`src/rtl/nqcpu_pkg.sv`:
```
// nqcpu_pkg: shared widths, NOP encoding, fetch entry layout and fetch FSM states
package nqcpu_pkg;
  localparam int WORD_W = 16;
  localparam logic [WORD_W-1:0] NOP_INSTR = 16'hF000;
  typedef struct packed {
    logic [WORD_W-1:0] pc;
    logic [WORD_W-1:0] instr;
  } fetch_entry_t;
  typedef enum logic {BOOT, RUN} fetch_state_t;
endpackage

```
`src/rtl/fetch_fifo.sv`:
```
// fetch_fifo: shift-style FIFO of fetched words; entry 0 is the head register.
// Slots at or beyond the new occupancy are never rewritten, so an empty FIFO keeps the last head pc.
module fetch_fifo
  import nqcpu_pkg::*;
#(
  parameter int DEPTH = 2,
  parameter logic [WORD_W-1:0] RESET_PC = 16'h0000
) (
  input  logic clk,
  input  logic rst_n,
  input  logic push,
  input  logic pop,
  input  logic clear,
  input  fetch_entry_t data,
  output logic full,
  output logic empty,
  output logic [$clog2(DEPTH+1)-1:0] count,
  output fetch_entry_t head
);
  localparam int CW = $clog2(DEPTH + 1);
  fetch_entry_t ent_q [DEPTH];
  fetch_entry_t ent_d [DEPTH];
  logic [CW-1:0] cnt_d;
  logic [CW-1:0] base;
  logic do_pop;
  assign empty = count == '0;
  assign full = count == CW'(DEPTH);
  assign do_pop = pop && !empty;
  assign base = count - CW'(do_pop);
  assign head = '{pc: ent_q[0].pc, instr: empty ? NOP_INSTR : ent_q[0].instr};
  always_comb begin
    cnt_d = clear ? '0 : base + CW'(push);
    for (int i = 0; i < DEPTH; i++)
      ent_d[i] = CW'(i) >= cnt_d ? ent_q[i] :
                 (push && CW'(i) == base) ? data :
                 do_pop ? ent_q[(i + 1) % DEPTH] : ent_q[i];
  end
  always_ff @(posedge clk or negedge rst_n) begin
    if (!rst_n) begin
      count <= '0;
      for (int i = 0; i < DEPTH; i++) ent_q[i] <= '{pc: RESET_PC, instr: NOP_INSTR};
    end else begin
      count <= cnt_d;
      ent_q <= ent_d;
    end
  end
endmodule

```
`src/rtl/instr_fetch.sv`:
```
// instr_fetch: fetch PC, credit-limited memory requests, response tagging and redirect flush.
// inflight + count never exceeds DEPTH, so a response always has a FIFO slot waiting for it.
module instr_fetch
  import nqcpu_pkg::*;
#(
  parameter logic [WORD_W-1:0] RESET_PC = 16'h0000,
  parameter int DEPTH = 2
) (
  input  logic clk,
  input  logic rst_n,
  output logic mem_req,
  output logic [WORD_W-1:0] mem_addr,
  input  logic mem_gnt,
  input  logic mem_rvalid,
  input  logic [WORD_W-1:0] mem_rdata,
  output logic [WORD_W-1:0] instr,
  output logic [WORD_W-1:0] instr_pc,
  output logic instr_valid,
  input  logic instr_ready,
  input  logic redirect,
  input  logic [WORD_W-1:0] redirect_pc
);
  localparam int CW = $clog2(DEPTH + 1);
  localparam logic [WORD_W-1:0] PC0 = {RESET_PC[WORD_W-1:1], 1'b0};
  fetch_state_t state, state_d;
  logic [WORD_W-1:0] fetch_pc, tag_pc, target;
  logic [CW-1:0] inflight, discard, count;
  logic [CW:0] used;
  logic empty, fifo_full_unused, pop, gnt, push;
  fetch_entry_t head, wdata;
  assign target = {redirect_pc[WORD_W-1:1], 1'b0};
  assign used = {1'b0, inflight} + {1'b0, count};
  assign instr_valid = !empty;
  assign pop = instr_valid && instr_ready;
  assign gnt = mem_req && mem_gnt;
  assign push = mem_rvalid && discard == '0 && !redirect;
  assign mem_addr = fetch_pc;
  assign wdata = '{pc: tag_pc, instr: mem_rdata};
  assign instr = head.instr;
  assign instr_pc = head.pc;
  always_comb begin
    state_d = RUN;
    mem_req = state == RUN && !redirect &&
              (used < (CW+1)'(DEPTH) || (used == (CW+1)'(DEPTH) && pop));
  end
  always_ff @(posedge clk or negedge rst_n) begin
    if (!rst_n) begin
      state <= BOOT;
      fetch_pc <= PC0;
      tag_pc <= PC0;
      inflight <= '0;
      discard <= '0;
    end else begin
      state <= state_d;
      inflight <= inflight + CW'(gnt) - CW'(mem_rvalid);
      if (redirect) begin
        discard <= inflight + CW'(gnt) - CW'(mem_rvalid);
        fetch_pc <= target;
        tag_pc <= target;
      end else begin
        if (gnt) fetch_pc <= fetch_pc + 16'd2;
        if (mem_rvalid && discard != '0) discard <= discard - CW'(1);
        if (push) tag_pc <= tag_pc + 16'd2;
      end
    end
  end
  fetch_fifo #(.DEPTH(DEPTH), .RESET_PC(PC0)) u_fifo (
    .clk(clk),
    .rst_n(rst_n),
    .push(push),
    .pop(pop),
    .clear(redirect),
    .data(wdata),
    .full(fifo_full_unused),
    .empty(empty),
    .count(count),
    .head(head)
  );
endmodule

```
`config.mk`:
```
export PLATFORM = sky130hd
export DESIGN_NAME = instr_fetch
export DESIGN_NICKNAME = d
export VERILOG_FILES = /design/src/rtl/nqcpu_pkg.sv /design/src/rtl/fetch_fifo.sv /design/src/rtl/instr_fetch.sv
export SDC_FILE = /design/constraint.sdc
export NUM_CORES = 1
export LEC_CHECK = 0
export ABC_AREA = 1
export CELL_PAD_IN_SITES_DETAIL_PLACEMENT = 2
export CELL_PAD_IN_SITES_GLOBAL_PLACEMENT = 2
export CORE_MARGIN = 1.5
export CORE_UTILIZATION = 31
export DETAILED_ROUTE_END_ITERATION = 12
export PLACE_DENSITY_LB_ADDON = 0.25
export SYNTH_ARGS = -nofsm -noshare
export SYNTH_HDL_FRONTEND = slang
export SYNTH_SLANG_ARGS = --single-unit
```
`constraint.sdc`:
```
create_clock -name clk -period 3.2 [get_ports clk]
set_clock_uncertainty 0.2 [all_clocks]
set_input_delay 0.96 -clock clk [delete_from_list [all_inputs] [get_ports clk]]
set_output_delay 0.96 -clock clk [all_outputs]
set_load 0.03 [all_outputs]
```
Word-level counts from Yosys, hierarchy flattened:

Index checks and enable logic that the tools add are counted.

* bitwise logic cells: 2
* $mul: 0
* reduce and logical (&&, ||, !) cells: 25
* eq/ne operators: 2
* multiplexer cells: 12
* $lt $le $gt $ge: 3
* shift-type cells: 0
* div/mod/pow operators: 0
* add/sub/neg operators: 8

Operators by type and width (count)
* $mux W32: 4
* $mux W16: 5
* $add A16 B2 Y16 const B: 2
* $reduce_bool A2 Y1: 6
* $logic_and A1 B1 Y1: 11
* $logic_not A2 Y1: 3
* $mux W2: 3
* $add A2 B1 Y2: 2
* $ge A1 B2 Y1 const A: 2
* $reduce_and A2 Y1: 2
* $sub A2 B1 Y2: 2
* $add A2 B2 Y3: 1
* $eq A3 B2 Y1 const B: 1
* $lt A3 B2 Y1 const B: 1
* $eq A1 B2 Y1 const A: 1
* $logic_not A1 Y1: 2
* $not A1 Y1: 2
* $sub A2 B1 Y2 const B: 1
* $logic_or A1 B1 Y1: 1

* output and inout port bits: 50
* logic and storage cells: 62
* bits in writable memories: 0
* memories kept: 0
* flip-flop bits (word level): 103
* input port bits: 38
* bits in latches: 0
* bits in read-only memories: 0

Depth between registers and ports, before layout:

Gate-level depths: netlist (run 1).

* word-level depth: 10
* mapped depth: 15
* depth with buffers taken out: 14

By module:

Synthesis (run 1) repeated with hierarchy kept, for this count alone.

* cells, all modules: 851
* area, all modules: 6027.0 µm²

Modules (own cells, without submodules)
* fetch_fifo: instances 1, sequential area each 1661.6 µm², area each 3729.8 µm², cells an instance 520
* instr_fetch: instances 1, sequential area each 875.8 µm², area each 2297.2 µm², cells an instance 331

Worst setup path before layout (run 1):

No wires, ideal clock.

* path type: in2reg
* start: in redirect
* end: reg discard[1]
* stages: 12
* path slack: 0.254 ns
* library setup time: 0.065 ns
* data arrival time: 2.681 ns
* required time: 2.935 ns
* path buffers: 2
* cell sequence: buf_4 -> inv_1 -> and3_1 -> nand3_2 -> buf_2 -> ha_1 -> inv_1 -> ha_1 -> xnor2_1 -> xor2_1 -> nand2_1 -> nand2_1

* cells in the longest elaborated chain, start to end: 7
* elaborated cells on any way between the ends: 8
* classes of those cells: add/sub: 2; mux: 1; reduce/logical: 5

RTL lines
* start, declared: line instr_fetch.sv:20 `input logic redirect,`
* $logic_not A1 Y1: line instr_fetch.sv:43 `mem_req = state == RUN && !redirect &&`
* $logic_and A1 B1 Y1 (2 in a row): line instr_fetch.sv:43
* $logic_and A1 B1 Y1: line instr_fetch.sv:35 `assign gnt = mem_req && mem_gnt;`
* $add A2 B1 Y2: line instr_fetch.sv:57 `discard <= inflight + CW'(gnt) - CW'(mem_rvalid);`
* $sub A2 B1 Y2: line instr_fetch.sv:57
* $mux W2: line instr_fetch.sv:56 `if (redirect) begin`
* end signal, assigned: line instr_fetch.sv:57
* end signal, assigned: line instr_fetch.sv:62 `if (mem_rvalid && discard != '0) discard <= discard - CW'(1);`
* end, declared: line instr_fetch.sv:27 `logic [CW-1:0] inflight, discard, count;`

Parallel ways exist; a longest one is shown, timed or not.
A chain may end at the register's enable or synchronous reset.

Worst setup path after layout (run 1):

* start: reg inflight[0]
* end: out mem_req

* cells in the longest elaborated chain, start to end: 5
* elaborated cells on any way between the ends: 6
* classes of those cells: add/sub: 1; order compare: 1; eq/ne: 1; reduce/logical: 3

RTL lines
* start, declared: line instr_fetch.sv:27
* start signal, assigned: line instr_fetch.sv:55 `inflight <= inflight + CW'(gnt) - CW'(mem_rvalid);`
* $add A2 B2 Y3 *: line instr_fetch.sv:32 `assign used = {1'b0, inflight} + {1'b0, count};`
* parallel branches: the longest is 2 deep, another holds $lt A3 B2 Y1
* $logic_or A1 B1 Y1 *: line instr_fetch.sv:44 `(used < (CW+1)'(DEPTH) || (used == (CW+1)'(DEPTH) && pop));`
* $logic_and A1 B1 Y1 *: line instr_fetch.sv:43
* end, declared: line instr_fetch.sv:11 `output logic mem_req,`

Every way passes the cells marked *.

==> results of run 1 <==
[worst max-delay path: stages, from the launching register on]
cell      delay [ns]
dfrtp_1         0.40
ha_1            0.20
inv_1           0.07
fa_1            0.41
o21bai_4        0.20
nand2_2         0.09
inv_1           0.06
buf_6           0.13
[repair_timing]
| item | in CTS | in global routing |
|---|---|---|
| gates resized for setup | 22 | 2 |
| pin swaps | 0 | 0 |
| endpoints found under the setup margin | 15 | 4 |
| setup buffers | 1 | 0 |
| endpoints found under the hold margin | 0 | 0 |
[stage by stage]
step	total power [mW]	setup slack [ns]
3_3_place_gp	4.56	-0.0509
5_1_grt	6.32	0.0453
2_1_floorplan	3.60	0.254
3_5_place_dp	4.74	-0.207
4_1_cts	5.99	0.000582
6_report	5.91	0.136
[state kept, by name, summed over array words and instances, names as in the netlist]
name / cells
u_fifo.ent_q: 48
u_fifo.head: 16
mem_addr: 15
tag_pc: 15
discard: 2
inflight: 2
u_fifo.count: 2
state: 1
[worst max-delay path by stage]
stage / endpoint / slack (ns) / cells after the start
floorplan: discard[1]$_DFFE_PN0P_ / 0.25 / 12
global placement: mem_req / -0.05 / 6
detailed placement: u_fifo.head[20]$_DFFE_PN0P_ / -0.21 / 14
CTS: mem_req / 0.0006 / 6
global route: instr[15] / 0.05 / 6
finish: mem_req / 0.14 / 7
[cell families after synthesis]
logic type,share of synthesized area
compound gates,0.0802
other cells,0.00125
xor+xnor,0.0187
flops,0.422
fa+ha+maj,0.0200
buf+inv,0.110
simple gates,0.348
[cells in the final DEF (no fill, tap or decap), types with 4 or more instances in the layout]
cell type        Yosys  final
nand4_1              8      8
o21ai_1             59     59
inv_1               76     75
or2_2                4      4
o21ai_0             17     17
nand2_2              7      8
nand2_1            302    301
clkdlybuf4s50_1      0     65
xnor2_1              4      4
ha_1                 8      8
dlygate4sd2_1        0     17
xor2_1               7      7
nor2_1              36     36
dfstp_2              8      8
buf_12               0      9
buf_4               22     24
clkbuf_16            0      9
dfrtp_1             93     92
a21oi_1              7      7
nand3_1            114    114
[area by class of cell]
type,instances,area [um^2]
clock buffers,11,243
flip-flops and latches,101,2540
fillers,2207,11400
well taps,260,325
multi-input cells,598,2830
inverters,77,293
repair buffers,117,1180
clock inverters,5,60.1
[routing by layer]
metal  vias up  wire [um]  track usage
met4         0        379       0.0743
met2       126      11000        0.405
met1      3024       9380        0.277
met3        30        529       0.0225
met5         -          0            0
li1       2772          -            -
[power by group]
group / switching (mW) / internal [mW] / total [mW]
clock: 0.526 / 0.631 / 1.16
combinational: 1.86 / 1.04 / 2.90
sequential: 0.280 / 1.57 / 1.85
==> flow_metrics.env, run 1 <==
export IMPL_status="completed"
export IMPL_worst_path_max_fanout=2
export IMPL_vdd_ir_drop_worst_mv=0.296
export IMPL_route_detailed_vias_per_inst=5.09
export IMPL_timing_max_transition_violations_final=0
export IMPL_timing_hold_worst_endpoint="u_fifo.ent_q[12]$_DFFE_PN1P_"
export IMPL_grt_antenna_before_repair=0
export IMPL_ys_async_sr_fraction=1.00
export IMPL_synthCells=833
export IMPL_first_global_vias=6620
export IMPL_crit_required_ns=2.04
export IMPL_clk_pin_slew_ns=0.07
export IMPL_synth_enable_flop_cells=0
export IMPL_category_of_the_worst_setup_path_launch_point="register"
export IMPL_finalCritPeriodShare=0.958
export IMPL_netlist_area_um2=6010
export IMPL_synth_top_cells_by_count="nand2_1 (302), nand3_1 (114), dfrtp_1 (93)"
export IMPL_post_synth_main_area_contributors="dfrtp_1 (39%), nand2_1 (19%), nand3_1 (9.5%), o21ai_1 (4.9%), inv_1 (4.7%)"
export IMPL_routedWlPerCell_um=18.2
export IMPL_yosysUniqueCellTypes=37
export IMPL_chipWidth_um=142
export IMPL_detail_route_iter0_violations=231
export IMPL_hold_buffers=0
export IMPL_io_buffer_count=85
export IMPL_yosysWarnings=0
export IMPL_critPathLaunch="inflight[0]$_DFF_PN0_"
export IMPL_finish_net_count=951
export IMPL_io_pins=88
export IMPL_seq_cells_post_synth=101
export IMPL_finalSetupViolCount=0
export IMPL_synthesis_to_layout_area_growth_pct=24.3
export IMPL_postPlaceCellArea_um2=7140
export IMPL_crit_reg2reg_capture="u_fifo.head[20]$_DFFE_PN0P_"
export IMPL_post_route_cells_drive_above_1_share=0.0891
export IMPL_ys_seq_area_frac=0.422
export IMPL_most_instantiated_library_cell_after_synthesis="nand2_1"
export IMPL_worst_hold_slack_ns=0.273
export IMPL_ff2ff_path_depth=15
export IMPL_route_vias_total=5952
export IMPL_dp_cells=1152
export IMPL_max_slew_margin=0.587
export IMPL_pin_count_of_the_biggest_net_entering_global_routing=44
export IMPL_root_buffer="clkbuf_16"
export IMPL_floorplan_initialDensity=0.319
export IMPL_post_drt_antenna_nets=0
export IMPL_number_of_cts_inserted_buffers=9
export IMPL_drt_pre_antenna_iters=4
export IMPL_dp_hpwl_mm=15.1
export IMPL_p_per_area_nw_per_um2=791
export IMPL_dieArea_um2=20200
export IMPL_setup_reg_to_reg_worst_slack_ns=0.58
export IMPL_gpl_final_weighted_congestion=0.812
export IMPL_timing_final_crit_period_ns=3.06
export IMPL_grt_pass1_wl_mm=35.1
export IMPL_num_rows=50
export IMPL_number_of_endpoints_with_negative_hold_slack_in_the_final_report=0
export IMPL_ys_dominant_reg_cell="dfrtp_1"
export IMPL_grt_setup_unrepaired="false"
export IMPL_worstHoldPathType="register to register"
export IMPL_yosysTopAreaCell="dfrtp_1"
export IMPL_max_freq_mhz=326
export IMPL_worst_ep_arrival_time_ns=1.90
export IMPL_grt_ovfl_total=0
export IMPL_synth_top_area_frac=0.387
export IMPL_min_delay_start="u_fifo.ent_q[12]$_DFFE_PN1P_"
export IMPL_clkLatencyLatePin_ns=0.36
export IMPL_cts_sink_count=101
export IMPL_synthesis_nets=880
export IMPL_all_layer_gr_usage=0.223
export IMPL_syn_mean_instance_area_um2=7.21
export IMPL_core_um2=18800
export IMPL_finalWirelength_mm=21.3
export IMPL_chipHeight_um=142
export IMPL_utilization=0.397
export IMPL_whs_path_depth=2
export IMPL_worst_slew_pin_transition_ns=0.620
export IMPL_clock_tree_buffer_depth=2
export IMPL_drc=0
export IMPL_setup_total_negative_slack_ns=0
export IMPL_static_leakage_power_nw=3.69
export IMPL_crit_reg2reg_launch="u_fifo.count[1]$_DFF_PN0_"
export IMPL_diodes=0
export IMPL_crit_path_end_kind="output port"
export IMPL_finish_cell_count_without_fillers=1169
export IMPL_tritoncts_clock_tree="built"
export IMPL_worst_setup_path_type="register to output port"
export IMPL_final_cell_area_um2=7470
export IMPL_number_of_h_tree_levels=3
export IMPL_max_cap_violations=0
Power figures use the tool's default switching activity.
==> run 2, diff against run 1 <==
Settings changed: CTS_CLUSTER_SIZE set to 28.
==> results of run 2 <==
The final DEF is identical to that of run 1; final timing and power are the same.
